**config.mk**
```make
export PLATFORM = sky130hd
export DESIGN_NAME = module_keypad_capture_flat
export DESIGN_NICKNAME = d
export VERILOG_FILES = /design/src/rtl/module_keypad_capture_pkg.sv /design/src/rtl/module_keypad_capture_if.sv /design/src/rtl/module_keypad_capture_scan.sv /design/src/rtl/module_keypad_capture.sv /design/src/flat_wrapper.sv
export SDC_FILE = /design/constraint.sdc
export NUM_CORES = 1
export LEC_CHECK = 0
export CORE_UTILIZATION = 25
export DETAILED_ROUTE_END_ITERATION = 7
export DONT_BUFFER_PORTS = 1
export PLACE_DENSITY = 0.47
export SYNTH_ARGS = -nofsm -noshare
export SYNTH_HDL_FRONTEND = slang
export SYNTH_HIERARCHICAL = 1
export SYNTH_SLANG_ARGS = --single-unit
```
**constraint.sdc**
```tcl
create_clock -name clk -period 3.65 [get_ports clk]
set_clock_uncertainty 0.1 [all_clocks]
set_input_delay 0.9125 -clock clk [delete_from_list [all_inputs] [get_ports clk]]
set_output_delay 0.9125 -clock clk [all_outputs]
set_load 0.01 [all_outputs]
```
**src/rtl/module_keypad_capture_pkg.sv**
```systemverilog
// keypad_pkg: shared constants and types for the keypad capture slice.
//   KEY_STAR / KEY_HASH : codes of the clear and confirm keys
//   KEY_MAP             : (row, col) -> key code for the 4x4 matrix
//   scan_state_t        : scanner FSM states
//   entry_state_t       : two-digit entry FSM states
//   row_onehot()        : active-low one-hot row drive pattern
//   first_low()         : index of the lowest-numbered low column
package keypad_pkg;

  localparam logic [3:0] KEY_STAR = 4'hE;
  localparam logic [3:0] KEY_HASH = 4'hF;

  localparam logic [3:0] KEY_MAP [0:3][0:3] = '{
    '{4'h1, 4'h2, 4'h3, 4'hA},
    '{4'h4, 4'h5, 4'h6, 4'hB},
    '{4'h7, 4'h8, 4'h9, 4'hC},
    '{4'hE, 4'h0, 4'hF, 4'hD}
  };

  typedef enum logic [1:0] {SCAN, DEB_PRESS, WAIT_REL, DEB_REL} scan_state_t;

  typedef enum logic [2:0] {EMPTY, ONE, TWO, EMIT_D, EMIT_U, EMIT_RDY} entry_state_t;

  function automatic logic [3:0] row_onehot(input logic [1:0] idx);
    return ~(4'b0001 << idx);
  endfunction

  function automatic logic [1:0] first_low(input logic [3:0] cols);
    logic [1:0] idx;
    casez (cols)
      4'b???0: idx = 2'd0;
      4'b??01: idx = 2'd1;
      4'b?011: idx = 2'd2;
      default: idx = 2'd3;
    endcase
    return idx;
  endfunction

endpackage

```
**src/rtl/module_keypad_capture_if.sv**
```systemverilog
// module_keypad_capture_if: bus from the keypad capture block to the
// units/tens shift-load register.
//   tecla_d     : digit value accompanying load_d / load_u
//   load_d      : one-cycle strobe, tecla_d is the tens digit
//   load_u      : one-cycle strobe, tecla_d is the units digit
//   rdy         : one-cycle strobe, both digits delivered
//   n_digits    : digits currently held (0..2)
//   scan_state  : scanner FSM state (debug)
//   entry_state : entry FSM state (debug)
// Handshake: push-only strobes with no back-pressure. The sink must accept
// a strobe in the cycle it is high; load_d, load_u and rdy are mutually
// exclusive and arrive as three consecutive single-cycle pulses.
interface module_keypad_capture_if;
  import keypad_pkg::*;

  logic [3:0]   tecla_d;
  logic         load_d;
  logic         load_u;
  logic         rdy;
  logic [1:0]   n_digits;
  scan_state_t  scan_state;
  entry_state_t entry_state;

  modport master (
    output tecla_d, load_d, load_u, rdy, n_digits, scan_state, entry_state
  );

  modport slave (
    input tecla_d, load_d, load_u, rdy, n_digits, scan_state, entry_state
  );

endinterface

```
**src/rtl/module_keypad_capture_scan.sv**
```systemverilog
// module_keypad_scan: keypad row scanner, debouncer and decoder.
//   clk, rst  : clock, synchronous active-low reset
//   col_in    : raw keypad columns (active-low, asynchronous)
//   row_out   : row drive, one-hot active-low
//   key_evt   : one-cycle pulse per debounced press
//   key_code  : code of the pressed key, valid with key_evt
//   state     : scanner FSM state (debug)
module module_keypad_scan
  import keypad_pkg::*;
#(
  parameter int SCAN_DIV = 27_000,
  parameter int DEBOUNCE = 270_000
) (
  input  logic        clk,
  input  logic        rst,
  input  logic [3:0]  col_in,
  output logic [3:0]  row_out,
  output logic        key_evt,
  output logic [3:0]  key_code,
  output scan_state_t state
);

  localparam int CMAX = (SCAN_DIV > DEBOUNCE) ? SCAN_DIV : DEBOUNCE;
  localparam int CW   = $clog2(CMAX + 1);
  localparam logic [CW-1:0] SCAN_LAST = CW'(SCAN_DIV - 1);
  localparam logic [CW-1:0] DEB_LAST  = CW'(DEBOUNCE - 1);
  localparam logic [CW-1:0] CNT_SAT   = CW'(CMAX);

  logic [3:0]    col_s1, col_s2;
  logic [3:0]    col_pat;   // pattern captured when a press was first seen
  logic [1:0]    row_idx;
  logic [CW-1:0] cnt, cnt_inc;

  // Counter never wraps; the state logic always exits before saturation.
  assign cnt_inc = (cnt == CNT_SAT) ? cnt : cnt + CW'(1);

  always_ff @(posedge clk) begin
    if (!rst) begin
      col_s1   <= 4'hF;
      col_s2   <= 4'hF;
      col_pat  <= 4'hF;
      row_idx  <= 2'd0;
      row_out  <= 4'b1110;
      cnt      <= '0;
      state    <= SCAN;
      key_evt  <= 1'b0;
      key_code <= 4'h0;
    end else begin
      col_s1  <= col_in;
      col_s2  <= col_s1;
      key_evt <= 1'b0;
      case (state)
        SCAN: begin
          if (cnt == SCAN_LAST) begin
            cnt <= '0;
            if (col_s2 != 4'hF) begin
              col_pat <= col_s2;
              state   <= DEB_PRESS;
            end else begin
              row_idx <= row_idx + 2'd1;
              row_out <= row_onehot(row_idx + 2'd1);
            end
          end else begin
            cnt <= cnt_inc;
          end
        end
        DEB_PRESS: begin
          if (col_s2 != col_pat) begin
            // Bounce: resume scanning from the next row.
            cnt     <= '0;
            state   <= SCAN;
            row_idx <= row_idx + 2'd1;
            row_out <= row_onehot(row_idx + 2'd1);
          end else if (cnt == DEB_LAST) begin
            cnt      <= '0;
            key_evt  <= 1'b1;
            key_code <= KEY_MAP[row_idx][first_low(col_pat)];
            state    <= WAIT_REL;
          end else begin
            cnt <= cnt_inc;
          end
        end
        WAIT_REL: begin
          if (col_s2 == 4'hF) begin
            cnt   <= '0;
            state <= DEB_REL;
          end
        end
        DEB_REL: begin
          if (col_s2 != 4'hF) begin
            state <= WAIT_REL;
          end else if (cnt == DEB_LAST) begin
            cnt   <= '0;
            state <= SCAN;
          end else begin
            cnt <= cnt_inc;
          end
        end
        default: state <= SCAN;
      endcase
    end
  end

endmodule

```
**src/rtl/module_keypad_capture.sv**
```systemverilog
// module_keypad_capture: keypad scan + two-digit decimal entry. On '#'
// delivers tens then units then a ready strobe to the downstream register.
//   clk, rst : clock, synchronous active-low reset
//   col_in   : keypad columns (active-low, pulled up, asynchronous)
//   row_out  : keypad rows, one-hot active-low
//   out_if   : master side of module_keypad_capture_if (tecla_d, load_d,
//              load_u, rdy, n_digits, debug states)
module module_keypad_capture
  import keypad_pkg::*;
#(
  parameter int SCAN_DIV = 27_000,
  parameter int DEBOUNCE = 270_000
) (
  input  logic                            clk,
  input  logic                            rst,
  input  logic [3:0]                      col_in,
  output logic [3:0]                      row_out,
  module_keypad_capture_if.master         out_if
);

  logic         key_evt;
  logic [3:0]   key_code;
  scan_state_t  scan_state;
  entry_state_t state;
  logic [3:0]   d_reg, u_reg;
  logic [3:0]   tecla_d;
  logic         load_d, load_u, rdy;
  logic [1:0]   n_digits;

  module_keypad_scan #(
    .SCAN_DIV (SCAN_DIV),
    .DEBOUNCE (DEBOUNCE)
  ) u_scan (
    .clk      (clk),
    .rst      (rst),
    .col_in   (col_in),
    .row_out  (row_out),
    .key_evt  (key_evt),
    .key_code (key_code),
    .state    (scan_state)
  );

  // Each EMIT_* state is the cycle in which its own strobe is visible, so
  // the strobe is registered on the edge that enters the state.
  always_ff @(posedge clk) begin
    if (!rst) begin
      state    <= EMPTY;
      d_reg    <= 4'h0;
      u_reg    <= 4'h0;
      tecla_d  <= 4'h0;
      load_d   <= 1'b0;
      load_u   <= 1'b0;
      rdy      <= 1'b0;
      n_digits <= 2'd0;
    end else begin
      load_d <= 1'b0;
      load_u <= 1'b0;
      rdy    <= 1'b0;
      case (state)
        EMPTY, ONE, TWO: begin
          if (key_evt) begin
            if (key_code == KEY_STAR) begin
              d_reg    <= 4'h0;
              u_reg    <= 4'h0;
              n_digits <= 2'd0;
              state    <= EMPTY;
            end else if (key_code == KEY_HASH) begin
              if (state != EMPTY) begin
                load_d   <= 1'b1;
                tecla_d  <= d_reg;
                n_digits <= 2'd2;
                state    <= EMIT_D;
              end
            end else if (key_code <= 4'd9) begin
              if (state == EMPTY) begin
                u_reg    <= key_code;
                d_reg    <= 4'h0;
                n_digits <= 2'd1;
                state    <= ONE;
              end else if (state == ONE) begin
                // Calculator-style shift-in: previous units becomes tens.
                d_reg    <= u_reg;
                u_reg    <= key_code;
                n_digits <= 2'd2;
                state    <= TWO;
              end
            end
          end
        end
        EMIT_D: begin
          load_u  <= 1'b1;
          tecla_d <= u_reg;
          state   <= EMIT_U;
        end
        EMIT_U: begin
          rdy   <= 1'b1;
          state <= EMIT_RDY;
        end
        EMIT_RDY: begin
          d_reg    <= 4'h0;
          u_reg    <= 4'h0;
          n_digits <= 2'd0;
          state    <= EMPTY;
        end
        default: state <= EMPTY;
      endcase
    end
  end

  assign out_if.tecla_d     = tecla_d;
  assign out_if.load_d      = load_d;
  assign out_if.load_u      = load_u;
  assign out_if.rdy         = rdy;
  assign out_if.n_digits    = n_digits;
  assign out_if.scan_state  = scan_state;
  assign out_if.entry_state = state;

endmodule
```
**src/flat_wrapper.sv**
```systemverilog
// flat-port wrapper written by rule: the top's interface ports become plain ports
module module_keypad_capture_flat import keypad_pkg::*;
#(
  parameter int SCAN_DIV = 27_000,
  parameter int DEBOUNCE = 270_000
)
  (clk, rst, col_in, row_out, out_if_tecla_d, out_if_load_d, out_if_load_u, out_if_rdy, out_if_n_digits, out_if_scan_state, out_if_entry_state);
  module_keypad_capture_if out_if_i ();
  input  logic clk;
  input  logic rst;
  input  logic [3:0] col_in;
  output logic [3:0] row_out;
  output wire logic [$bits(out_if_i.tecla_d)-1:0] out_if_tecla_d;
  output wire logic [$bits(out_if_i.load_d)-1:0] out_if_load_d;
  output wire logic [$bits(out_if_i.load_u)-1:0] out_if_load_u;
  output wire logic [$bits(out_if_i.rdy)-1:0] out_if_rdy;
  output wire logic [$bits(out_if_i.n_digits)-1:0] out_if_n_digits;
  output wire logic [$bits(out_if_i.scan_state)-1:0] out_if_scan_state;
  output wire logic [$bits(out_if_i.entry_state)-1:0] out_if_entry_state;
  assign out_if_tecla_d = out_if_i.tecla_d;
  assign out_if_load_d = out_if_i.load_d;
  assign out_if_load_u = out_if_i.load_u;
  assign out_if_rdy = out_if_i.rdy;
  assign out_if_n_digits = out_if_i.n_digits;
  assign out_if_scan_state = out_if_i.scan_state;
  assign out_if_entry_state = out_if_i.entry_state;
  module_keypad_capture #(.SCAN_DIV(SCAN_DIV), .DEBOUNCE(DEBOUNCE)) u_core (.clk(clk), .rst(rst), .col_in(col_in), .row_out(row_out), .out_if(out_if_i));
endmodule
```
==> results of run 1 <==
-- cells by family after synthesis --
| logic type | count (synthesis) | synth area share [%] |
|---|---|---|
| AOI/OAI and AO/OA | 65 | 14.0 |
| xor gates and xnor gates | 21 | 5.60 |
| adders and majority gates | 10 | 3.81 |
| buffers and inverters | 26 | 4.15 |
| DFF | 64 | 39.0 |
| muxes | 20 | 6.09 |
| and+or+nand+nor | 166 | 27.3 |
-- layer usage --
layer  share of wire [%]  GRT usage, %  wire length [um]  vias to the layer above
met5                   0             0                 0                        -
met4                 1.4          5.32                95                        0
met3                 5.8          4.57               391                        6
met2                  44          16.4              2940                       49
met1                  49          13.5              3270                     1163
li1                    -             -                 -                     1312
-- through the flow --
stage,cells,worst slack (ns),instance area (sq um)
after global placement,528,1.14,3400
final,541,1.12,3650
after global routing,541,0.951,3650
after detailed placement,528,1.09,3400
after floorplan,372,1.41,3290
after CTS,541,1.07,3650
-- synthesized netlist by cell type, drive strengths merged, types with 4 or more instances --
cell type / instances
and2: 4
nand2: 47
or2: 4
nand3: 15
inv: 10
o21a: 4
a21oi: 13
xnor2: 18
or3: 6
nor3: 9
dfxtp: 64
mux2i: 20
nor4: 5
a211oi: 7
nand2b: 12
clkbuf: 13
ha: 10
nand4: 6
o211ai: 8
a21boi: 6
o21ai: 10
nor2: 31
and3: 10
-- power by group through the flow --
| stage | sequential, mW | combinational [mW] | clock (mW) |
|---|---|---|---|
| global placement | 0.726 | 0.0259 | 0 |
| detailed placement | 0.727 | 0.0261 | 0 |
| floorplan | 0.725 | 0.0280 | 0 |
| global route | 0.713 | 0.0289 | 0.788 |
| CTS | 0.712 | 0.0262 | 0.754 |
| finish | 0.713 | 0.0256 | 0.721 |
-- cell type report --
class                           count  share of cell area, %
Tap cell                          172                   5.90
Sequential cell                    64                   35.1
Clock inverter                      2                  0.274
Multi-Input combinational cell    282                   51.2
Inverter                           10                   1.10
Clock buffer                       11                   6.38
-- path summary, 6_finish.rpt --
check                                  to  slack (ns)  depth (start not counted)
hold reg to reg   u_core/u_scan/col_s2[3]        0.30                          1
setup reg to reg    u_core/u_scan/cnt[15]        1.12                          6
hold / removal    u_core/u_scan/col_s2[3]        0.30                          1
setup / recovery    u_core/u_scan/cnt[15]        1.12                          6
==> impl_metrics.sql, run 1 <==
INSERT INTO impl_metrics (metric_group, metric, value, unit) VALUES
('global_routing', 'grt_pass1_vias', '2346', ''),
('logic_synthesis', 'synth_flop_cell', 'sky130_fd_sc_hd__dfxtp_1', ''),
('pwr', 'netSwitchingFraction', '20.3', '%'),
('placement', 'post-dp-hpwl', '4660', 'um'),
('pwr', 'power_density_cells', '400', 'nW/um^2'),
('setup_path', 'cp_data_arrival_time', '2.62', 'ns'),
('setup_path', 'cpLargestDelayFamily', 'simple AND/OR/NAND/NOR gates', ''),
('logic_synthesis', 'synth-warning-count', '6', ''),
('cells_and_area', 'final_util', '28.7', '%'),
('floorplanning', 'core_region_area', '12700', 'sq um'),
('drt', 'drtIter0Drc', '135', ''),
('timing', 'max_freq', '395', 'MHz'),
('floorplanning', 'initial_standard_cell_utilization_of_the_core', '25.8', '%'),
('floorplanning', 'die_area', '13600', 'sq um'),
('cells_and_area', 'mostFrequentLayoutCells', 'sky130_fd_sc_hd__dfxtp_1, sky130_fd_sc_hd__nand2_1, sky130_fd_sc_hd__nor2_1', ''),
('timing', 'period_needed', '2.53', 'ns'),
('run', 'drv.max_cap_violation_count', '0', ''),
('drt', 'viasPerCell', '4.68', ''),
('setup_path', 'cp.required', '3.74', 'ns'),
('timing', 'worst_slew_pin_slew', '0.855', 'ns'),
('pwr', 'fin_total_pwr', '1.46', 'mW'),
('clock_network', 'clk_pin_slew_worst_paths', '0.05', 'ns'),
('drt', 'avgRoutedWirePerCell', '12.4', 'um'),
('pwr', 'ir_worst_vdd', '0.000270', 'V'),
('drt', 'drc', '0', ''),
('drt', 'vias', '2530', ''),
('pwr', 'pwr-share-comb', '1.8', '%'),
('logic_synthesis', 'synth-async-reset-ratio', '0', '%'),
('cells_and_area', 'final_common_cell', 'sky130_fd_sc_hd__dfxtp_1', ''),
('cells_and_area', 'largest_reg_flops', '19', ''),
('clock_network', 'cts_tree', 'done', ''),
('logic_synthesis', 'synth_edf_count', '0', ''),
('floorplanning', 'floorplan.die.width', '117', 'um'),
('status', 'outcome', 'completed', ''),
('pwr', 'power_report.internal_total', '1.16', 'mW'),
('global_routing', 'largest_net_degree_at_the_start_of_global_routing', '47', ''),
('clock_network', 'tritoncts_num_sinks', '64', ''),
('clock_network', 'cts_setup_buffers', '0', ''),
('setup_path', 'cpPeakStageDelay', '0.54', 'ns'),
('setup_path', 'timing_worst_setup_path_type', 'flop to flop', ''),
('timing', 'finalHoldViolCount', '0', ''),
('clock_network', 'post_cts_resized', '0', ''),
('timing', 'holdWs', '0.302', 'ns'),
('timing', 'worst_slew_margin_rel', '42.7', '%'),
('placement', 'buffers_on_ports', '0', ''),
('clock_network', 'cts_root_buffer', 'sky130_fd_sc_hd__clkbuf_16', ''),
('setup_path', 'path_buf_inv', '0', ''),
('clock_network', 'post_cts_hold_buffer_count', '0', ''),
('logic_synthesis', 'synth.lib_cells_used.distinct', '66', ''),
('drt', 'firstDrtPassIters', '4', ''),
('timing', 'fin_crit_sh', '69.4', '%'),
('timing', 'setup_viol', '0', ''),
('global_routing', 'antenna_found_initial', '0', ''),
('floorplanning', 'num_rows', '41', ''),
('logic_synthesis', 'post_synth_instance_area', '3290', 'sq um'),
('worst_hold_path', 'holdCritPathClass', 'flop to flop', ''),
('clock_network', 'cts_made_buffers', '9', ''),
('timing', 'slew_viol_final', '0', ''),
('pwr', 'net-switching-power', '0.296', 'mW'),
('global_routing', 'wire_length_of_the_first_global_routing_pass', '11300', 'um'),
('timing', 'fin_setup_tns', '0', 'ns'),
('setup_path', 'worst_r2r_startpoint', 'u_core/u_scan/cnt[16]', ''),
('drt', 'drt.antenna.violating_nets', '0', ''),
('pwr', 'leakage', '1.27', 'nW'),
('logic_synthesis', 'synth-seq-cells', '64', ''),
('logic_synthesis', 'post-synth-top-area-fraction', '39.0', '%'),
('setup_path', 'critical_path.slowest_cell', 'sky130_fd_sc_hd__o21ai_2', ''),
('clock_network', 'clockBufferDepth', '2', ''),
('logic_synthesis', 'synth_area_leader_cell', 'sky130_fd_sc_hd__dfxtp_1', ''),
('cells_and_area', 'nets', '383', ''),
('global_routing', 'grt.overflow.total', '0', '');
(Power assumes the default switching activity.)
==> run 2: changes to the inputs <==
--- a/config.mk
+++ b/config.mk
@@ -5,10 +5,11 @@
 export SDC_FILE = /design/constraint.sdc
 export NUM_CORES = 1
 export LEC_CHECK = 0
+export ABC_AREA = 1
 export CORE_UTILIZATION = 25
 export DETAILED_ROUTE_END_ITERATION = 7
 export DONT_BUFFER_PORTS = 1
-export PLACE_DENSITY = 0.47
+export PLACE_DENSITY = 0.49
 export SYNTH_ARGS = -nofsm -noshare
 export SYNTH_HDL_FRONTEND = slang
 export SYNTH_HIERARCHICAL = 1
==> constraint.sdc (replaced) <==
create_clock -name clk -period 2.25 [get_ports clk]
set_clock_uncertainty 0.1 [all_clocks]
set_input_delay 0.5625 -clock clk [delete_from_list [all_inputs] [get_ports clk]]
set_output_delay 0.5625 -clock clk [all_outputs]
set_load 0.01 [all_outputs]
==> run 2 against run 1 <==
Effect of this change:
- utilization is 0.34 points higher
- sequential power up 61%
- register-to-register slack worse by 0.86 ns
- final cell count up 33%
- largest cell class unchanged
- largest power group unchanged
==> impl_metrics.sql, run 2 <==
INSERT INTO impl_metrics (metric_group, metric, value, unit) VALUES
('status', 'outcome', 'completed', ''),
('logic_synthesis', 'synth_area_leader_cell', 'sky130_fd_sc_hd__dfxtp_1', ''),
('timing', 'setup_viol', '0', ''),
('cells_and_area', 'nets', '544', ''),
('drt', 'firstDrtPassIters', '4', ''),
('timing', 'worst_slew_margin_rel', '61.0', '%'),
('floorplanning', 'floorplan.die.width', '124', 'um'),
('floorplanning', 'die_h', '124', 'um'),
('logic_synthesis', 'synth_flop_cell', 'sky130_fd_sc_hd__dfxtp_1', ''),
('timing', 'finalHoldViolCount', '0', ''),
('logic_synthesis', 'synth_top_family_by_area', 'simple AND/OR/NAND/NOR gates', ''),
('setup_path', 'critical_path_peak_fanout', '13', ''),
('clock_network', 'clk_pin_slew_worst_paths', '0.05', 'ns'),
('timing', 'fin_setup_tns', '0', 'ns'),
('placement', 'buffers_on_ports', '0', ''),
('setup_path', 'critical_path.slowest_cell', 'sky130_fd_sc_hd__dfxtp_1', ''),
('clock_network', 'cts_setup_buffers', '0', ''),
('setup_path', 'cpPeakStageDelay', '0.39', 'ns'),
('timing', 'worst_slew_pin_slew', '0.578', 'ns'),
('placement', 'global_placer_s_final_weighted_congestion', '0.836', ''),
('drt', 'wirelength', '8600', 'um'),
('cells_and_area', 'largest-register', 'u_core/u_scan/cnt', ''),
('clock_network', 'clockBufferDepth', '2', ''),
('setup_path', 'r2r_setup_slack', '0.26', 'ns'),
('logic_synthesis', 'synth-compound-area-share', '8.57', '%'),
('drt', 'drtIter0Drc', '199', ''),
('setup_path', 'path_buf_inv', '1', ''),
('pwr', 'power_density_cells', '622', 'nW/um^2'),
('run', 'drv.max_cap_violation_count', '0', ''),
('placement', 'dp_slack', '0.180', 'ns'),
('logic_synthesis', 'synth_fp_nets', '540', ''),
('floorplanning', 'num_rows', '44', ''),
('worst_hold_path', 'holdCritPathClass', 'input port to flop', ''),
('logic_synthesis', 'synth-async-reset-ratio', '0', '%'),
('drt', 'viasPerCell', '4.50', ''),
('pwr', 'ir_worst_vdd', '0.000377', 'V'),
('timing', 'fin_crit_sh', '88.4', '%'),
('logic_synthesis', 'synth.area.top_cells', 'sky130_fd_sc_hd__dfxtp_1, sky130_fd_sc_hd__nand2_1, sky130_fd_sc_hd__nor2_1', ''),
('floorplanning', 'io_pins', '24', ''),
('global_routing', 'antenna_found_initial', '0', ''),
('logic_synthesis', 'synth_xor_xnor_area_share', '2.34', '%'),
('cells_and_area', 'largest_reg_flops', '19', ''),
('setup_path', 'worst_r2r_startpoint', 'u_core/u_scan/cnt[0]', ''),
('global_routing', 'wire_length_of_the_first_global_routing_pass', '15100', 'um'),
('floorplanning', 'die_area', '15400', 'sq um'),
('global_routing', 'largest_net_degree_at_the_start_of_global_routing', '35', ''),
('global_routing', 'globalRouteTotalUtil', '12.0', '%'),
('drt', 'drt.antenna.violating_nets', '0', ''),
('logic_synthesis', 'synthCells', '524', ''),
('logic_synthesis', 'post_synth_instance_area', '3740', 'sq um'),
('logic_synthesis', 'post_synth_fa_ha_maj_area_fraction', '3.35', '%'),
('setup_path', 'critical-path-top-cell-by-count', 'sky130_fd_sc_hd__nor2_2', ''),
('timing', 'max_freq', '503', 'MHz'),
('floorplanning', 'core_region_area', '14500', 'sq um'),
('drt', 'drc', '0', ''),
('cells_and_area', 'final_common_cell', 'sky130_fd_sc_hd__nand2_1', ''),
('logic_synthesis', 'yosys.cell_count.top_type', 'sky130_fd_sc_hd__nand2_1', ''),
('timing', 'slew_viol_final', '0', ''),
('cells_and_area', 'mostFrequentLayoutCells', 'sky130_fd_sc_hd__nand2_1, sky130_fd_sc_hd__nor2_1, sky130_fd_sc_hd__dfxtp_1', ''),
('logic_synthesis', 'yosys-top-cells-count', 'sky130_fd_sc_hd__nand2_1, sky130_fd_sc_hd__nor2_1, sky130_fd_sc_hd__dfxtp_1, sky130_fd_sc_hd__inv_1, sky130_fd_sc_hd__nand3_1', ''),
('global_routing', 'grt.overflow.total', '0', ''),
('logic_synthesis', 'synth_edf_count', '0', ''),
('timing', 'holdWs', '0.221', 'ns'),
('global_routing', 'grt_pass1_vias', '3130', ''),
('pwr', 'leakage', '1.68', 'nW'),
('setup_path', 'crit_path_cell_trace', 'ha_1 > nand2_1 > nor2_2 > nand3_1 > nor2_2 > nor2_4 > inv_2 > nand4_4 > nand2_8 > nor2_1', ''),
('cells_and_area', 'area_delta_synth_final', '12.9', '%'),
('timing', 'rsz0062_at_grt', 'false', ''),
('setup_path', 'timing_worst_setup_path_type', 'flop to flop', ''),
('logic_synthesis', 'synth.lib_cells_used.distinct', '38', ''),
('clock_network', 'cts_made_buffers', '9', ''),
('setup_path', 'critPathCaptureType', 'flop', ''),
('floorplanning', 'initial_standard_cell_utilization_of_the_core', '25.7', '%'),
('setup_path', 'cp.required', '2.37', 'ns'),
('setup_path', 'cp_data_arrival_time', '2.11', 'ns'),
('drt', 'avgRoutedWirePerCell', '12.0', 'um'),
('clock_network', 'clock_insertion_delay_worst_skew', '0.33', 'ns'),
('placement', 'post-dp-hpwl', '6390', 'um'),
('logic_synthesis', 'synth-seq-area-share', '34.3', '%'),
('timing', 'fin_ws', '0.260', 'ns'),
('logic_synthesis', 'post_synth_and_or_nand_nor_area_fraction', '42.7', '%'),
('cells_and_area', 'antenna_cells_inserted', '0', ''),
('cells_and_area', 'final_layout_size_suffix_gt1_share', '18.9', '%'),
('clock_network', 'tritoncts_num_sinks', '64', ''),
('clock_network', 'htree_levels', '3', ''),
('logic_synthesis', 'synth-warning-count', '6', ''),
('drt', 'vias', '3230', ''),
('timing', 'period_needed', '1.99', 'ns'),
('logic_synthesis', 'post-synth-top-area-fraction', '34.3', '%'),
('logic_synthesis', 'postSynthAreaPerCell', '7.13', 'sq um'),
('worst_hold_path', 'hold_path.startpoint', 'rst', ''),
('setup_path', 'crit_path_start', 'u_core/u_scan/cnt[0]', ''),
('clock_network', 'cts_tree', 'done', ''),
('logic_synthesis', 'synth-seq-cells', '64', ''),
('setup_path', 'cpLargestDelayFamily', 'simple AND/OR/NAND/NOR gates', ''),
('setup_path', 'start_kind', 'flop', ''),
('clock_network', 'cts_root_buffer', 'sky130_fd_sc_hd__clkbuf_16', ''),
('logic_synthesis', 'post_synth_mux_area_share', '0', '%');
run 2: per-stage QoR:
stage	total power, mW	cell area [sq um]	utilization, %	std cells
global route	2.73	4220	29.0	717
floorplan	1.25	3740	-	524
CTS	2.69	4210	29.0	717
detailed placement	1.25	3910	26.9	701
global placement	1.25	3910	26.9	701
finish	2.62	4220	29.0	717
run 2: cell type report:
type,count,area [sq um]
fill,1637,10300
clock inverter,5,56.3
tap,184,230
sequential,64,1280
inverter,64,240
clock buffer,11,243
multi-input combinational,385,2140
timing repair buffer,4,30.0
run 2: layer usage:
metal	global-route usage, %	routed length, um	vias to the layer above
li1	-	-	1691
met5	0	0	-
met2	18.5	3870	50
met4	4.25	160	0
met1	15.5	4100	1479
met3	3.97	461	10
run 2: cells by family (layout without fill, tap and decap cells):
| logic type | after synthesis | count (layout) |
|---|---|---|
| AO/OA/AOI/OAI | 55 | 55 |
| XOR/XNOR | 10 | 10 |
| adder cells (fa/ha/maj) | 10 | 10 |
| buffers and inverters | 75 | 84 |
| flip-flops | 64 | 64 |
| AND/OR/NAND/NOR | 310 | 310 |
run 2: what timing repair did:
item                       in CTS  in global routing
gates resized for setup         0                  1
setup endpoints to repair       0                  2
hold buffers                    0                  0
run 2: worst paths after layout:
path / end / cells after the start
min reg2reg: u_core/u_scan/col_s2[1] / 1
max reg2reg: u_core/u_scan/cnt[6] / 10
min: u_core/u_scan/col_pat[3] / 1
max: u_core/u_scan/cnt[6] / 10
run 2: where the power goes:
group          total [mW]  leakage [nW]  internal, mW  switching (mW)
registers            1.15         0.518          1.15         0.00780
logic              0.0726          1.02        0.0271          0.0455
clock network        1.40         0.145         0.885           0.513
total                2.62          1.68          2.06           0.566
==> run 3: changes to the inputs <==
==> constraint.sdc (replaced) <==
create_clock -name clk -period 1.75 [get_ports clk]
set_clock_uncertainty 0.1 [all_clocks]
set_input_delay 0.4375 -clock clk [delete_from_list [all_inputs] [get_ports clk]]
set_output_delay 0.4375 -clock clk [all_outputs]
set_load 0.01 [all_outputs]
==> run 3 against run 2 <==
Effect of this change:
- final cell count up 7.1%
- global-route usage up 0.57 points
- via count up 7.1%
- final area up 15%
- sequential share of layout area down 3.8 points
- combinational power up 100%
- largest cell class unchanged
- largest power group unchanged
==> impl_metrics.sql, run 3 (synthesis results as in run 2) <==
INSERT INTO impl_metrics (metric_group, metric, value, unit) VALUES
('status', 'outcome', 'completed', ''),
('clock_network', 'cts_tree', 'done', ''),
('worst_hold_path', 'holdCritPathClass', 'input port to flop', ''),
('cells_and_area', 'seqCellArea', '1290', 'sq um'),
('drt', 'met3_length', '465', 'um'),
('drt', 'wl_met2', '4550', 'um'),
('cells_and_area', 'area_taken_by_multi_input_logic_gates', '2360', 'sq um'),
('cells_and_area', 'mostFrequentLayoutCells', 'sky130_fd_sc_hd__nand2_1, sky130_fd_sc_hd__nor2_1, sky130_fd_sc_hd__dfxtp_1', ''),
('global_routing', 'grt_pass1_vias', '3264', ''),
('clock_network', 'htree_levels', '3', ''),
('pwr', 'ir_worst_vdd', '0.000437', 'V'),
('placement', 'post-dp-hpwl', '6850', 'um'),
('cells_and_area', 'largest-register', 'u_core/u_scan/cnt', ''),
('setup_path', 'critPathCaptureType', 'flop', ''),
('cells_and_area', 'nets', '595', ''),
('clock_network', 'clockBufferDepth', '2', ''),
('pwr', 'leakage', '1.98', 'nW'),
('global_routing', 'globalRouteTotalUtil', '12.6', '%'),
('drt', 'wirelength', '9550', 'um'),
('cells_and_area', 'final_common_cell', 'sky130_fd_sc_hd__nand2_1', ''),
('cells_and_area', 'final_cell_area', '4870', 'sq um'),
('clock_network', 'clock_insertion_delay_worst_skew', '0.33', 'ns'),
('floorplanning', 'core_region_area', '14500', 'sq um'),
('floorplanning', 'io_pins', '24', ''),
('pwr', 'power_density_cells', '695', 'nW/um^2'),
('timing', 'fin_ws', '0.0144', 'ns'),
('setup_path', 'critical_path.slowest_cell', 'sky130_fd_sc_hd__dfxtp_4', ''),
('setup_path', 'critical_path_peak_fanout', '5', ''),
('timing', 'finalHoldViolCount', '0', ''),
('cells_and_area', 'final.fill_count', '1562', ''),
('timing', 'worst_slew_margin_rel', '68.3', '%'),
('timing', 'holdWs', '0.0966', 'ns'),
('clock_network', 'post_cts_hold_buffer_count', '0', ''),
('setup_path', 'path_buf_inv', '0', ''),
('timing', 'worst_slew_pin_slew', '0.476', 'ns'),
('drt', 'drtIter0Drc', '132', ''),
('global_routing', 'antenna_found_initial', '0', ''),
('clock_network', 'cts_root_buffer', 'sky130_fd_sc_hd__clkbuf_16', ''),
('drt', 'drt.antenna.violating_nets', '0', ''),
('setup_path', 'cp.required', '1.85', 'ns'),
('timing', 'setup_viol', '0', ''),
('cells_and_area', 'antenna_cells_inserted', '0', ''),
('placement', 'dp_slack', '-0.148', 'ns'),
('floorplanning', 'die_h', '124', 'um'),
('timing', 'max_freq', '576', 'MHz'),
('drt', 'viasPerCell', '4.50', ''),
('timing', 'slew_viol_final', '0', ''),
('cells_and_area', 'area_delta_synth_final', '30.3', '%'),
('cells_and_area', 'final_util', '33.5', '%'),
('placement', 'post_dp_cell_area', '4230', 'sq um'),
('timing', 'fin_crit_sh', '99.2', '%'),
('floorplanning', 'num_rows', '44', ''),
('timing', 'rsz0062_at_grt', 'true', ''),
('timing', 'period_needed', '1.74', 'ns'),
('clock_network', 'cts_made_buffers', '9', ''),
('setup_path', 'cpPeakStageDelay', '0.36', 'ns'),
('cells_and_area', 'final_layout_size_suffix_gt1_share', '33.2', '%'),
('placement', 'dpl.cell_count', '740', ''),
('drt', 'top_layer', 'met4', ''),
('timing', 'fin_setup_tns', '0', 'ns'),
('setup_path', 'crit_path_cell_trace', 'ha_4 > nand2_8 > nor2_4 > nand3b_1 > nor2_4 > nand3_2 > nand2_1 > nor2_1 > nand2_1 > a21oi_2', ''),
('floorplanning', 'die_area', '15400', 'sq um'),
('global_routing', 'largest_net_degree_at_the_start_of_global_routing', '35', ''),
('setup_path', 'cp_data_arrival_time', '1.84', 'ns'),
('cells_and_area', 'finish.cell_count_without_fillers', '768', ''),
('drt', 'drc', '0', ''),
('pwr', 'fin_total_pwr', '3.38', 'mW'),
('global_routing', 'wire_length_of_the_first_global_routing_pass', '15700', 'um'),
('clock_network', 'clk_pin_slew_worst_paths', '0.06', 'ns'),
('clock_network', 'tritoncts_num_sinks', '64', ''),
('drt', 'avgRoutedWirePerCell', '12.4', 'um'),
('drt', 'wl_met1', '4370', 'um'),
('global_routing', 'grt.overflow.total', '0', ''),
('run', 'drv.max_cap_violation_count', '0', ''),
('setup_path', 'cpLargestDelayFamily', 'simple AND/OR/NAND/NOR gates', ''),
('setup_path', 'start_kind', 'flop', ''),
('floorplanning', 'floorplan.die.width', '124', 'um'),
('drt', 'firstDrtPassIters', '4', ''),
('cells_and_area', 'largest_reg_flops', '19', ''),
('setup_path', 'timing_worst_setup_path_type', 'flop to flop', ''),
('placement', 'buffers_on_ports', '0', ''),
('drt', 'vias', '3459', ''),
('floorplanning', 'initial_standard_cell_utilization_of_the_core', '25.7', '%'),
('placement', 'global_placer_s_final_weighted_congestion', '0.861', '');
[run 3: worst paths after layout]
check / start / endpoint / slack (ns) / cells past startpoint
min reg2reg: u_core/u_scan/col_s1[0] / u_core/u_scan/col_s2[0] / 0.31 / 1
min: rst / u_core/u_scan/col_pat[0] / 0.1 / 1
max reg2reg: u_core/u_scan/cnt[0] / u_core/u_scan/cnt[16] / 0.01 / 10
max: u_core/u_scan/cnt[0] / u_core/u_scan/cnt[16] / 0.01 / 10
[run 3: final cells by class]
class                      count  area share [%]
inverter                      64            5.04
clock inverter                 5            1.18
timing repair buffer          54            9.15
multi-input combinational    386            48.5
sequential                    64            26.6
tap                          184            4.73
clock buffer                  11            4.78
[run 3: power by group]
group,switching [mW],internal (mW),total [mW]
sequential,0.0119,1.47,1.48
combinational,0.0790,0.0665,0.145
clock,0.649,1.10,1.75
[run 3: what timing repair did]
item,4_1_cts,5_1_grt
pin swaps,9,15
buffers inserted,3,8
cloned,1,0
gates resized for setup,30,45
setup endpoints to repair,30,38
[run 3: per-layer routing]
layer  vias to the layer above  track usage (%)
met3                        13             4.14
met1                      1580             15.7
li1                       1799                -
met4                         0             3.97
met2                        67             20.3
met5                         -                0
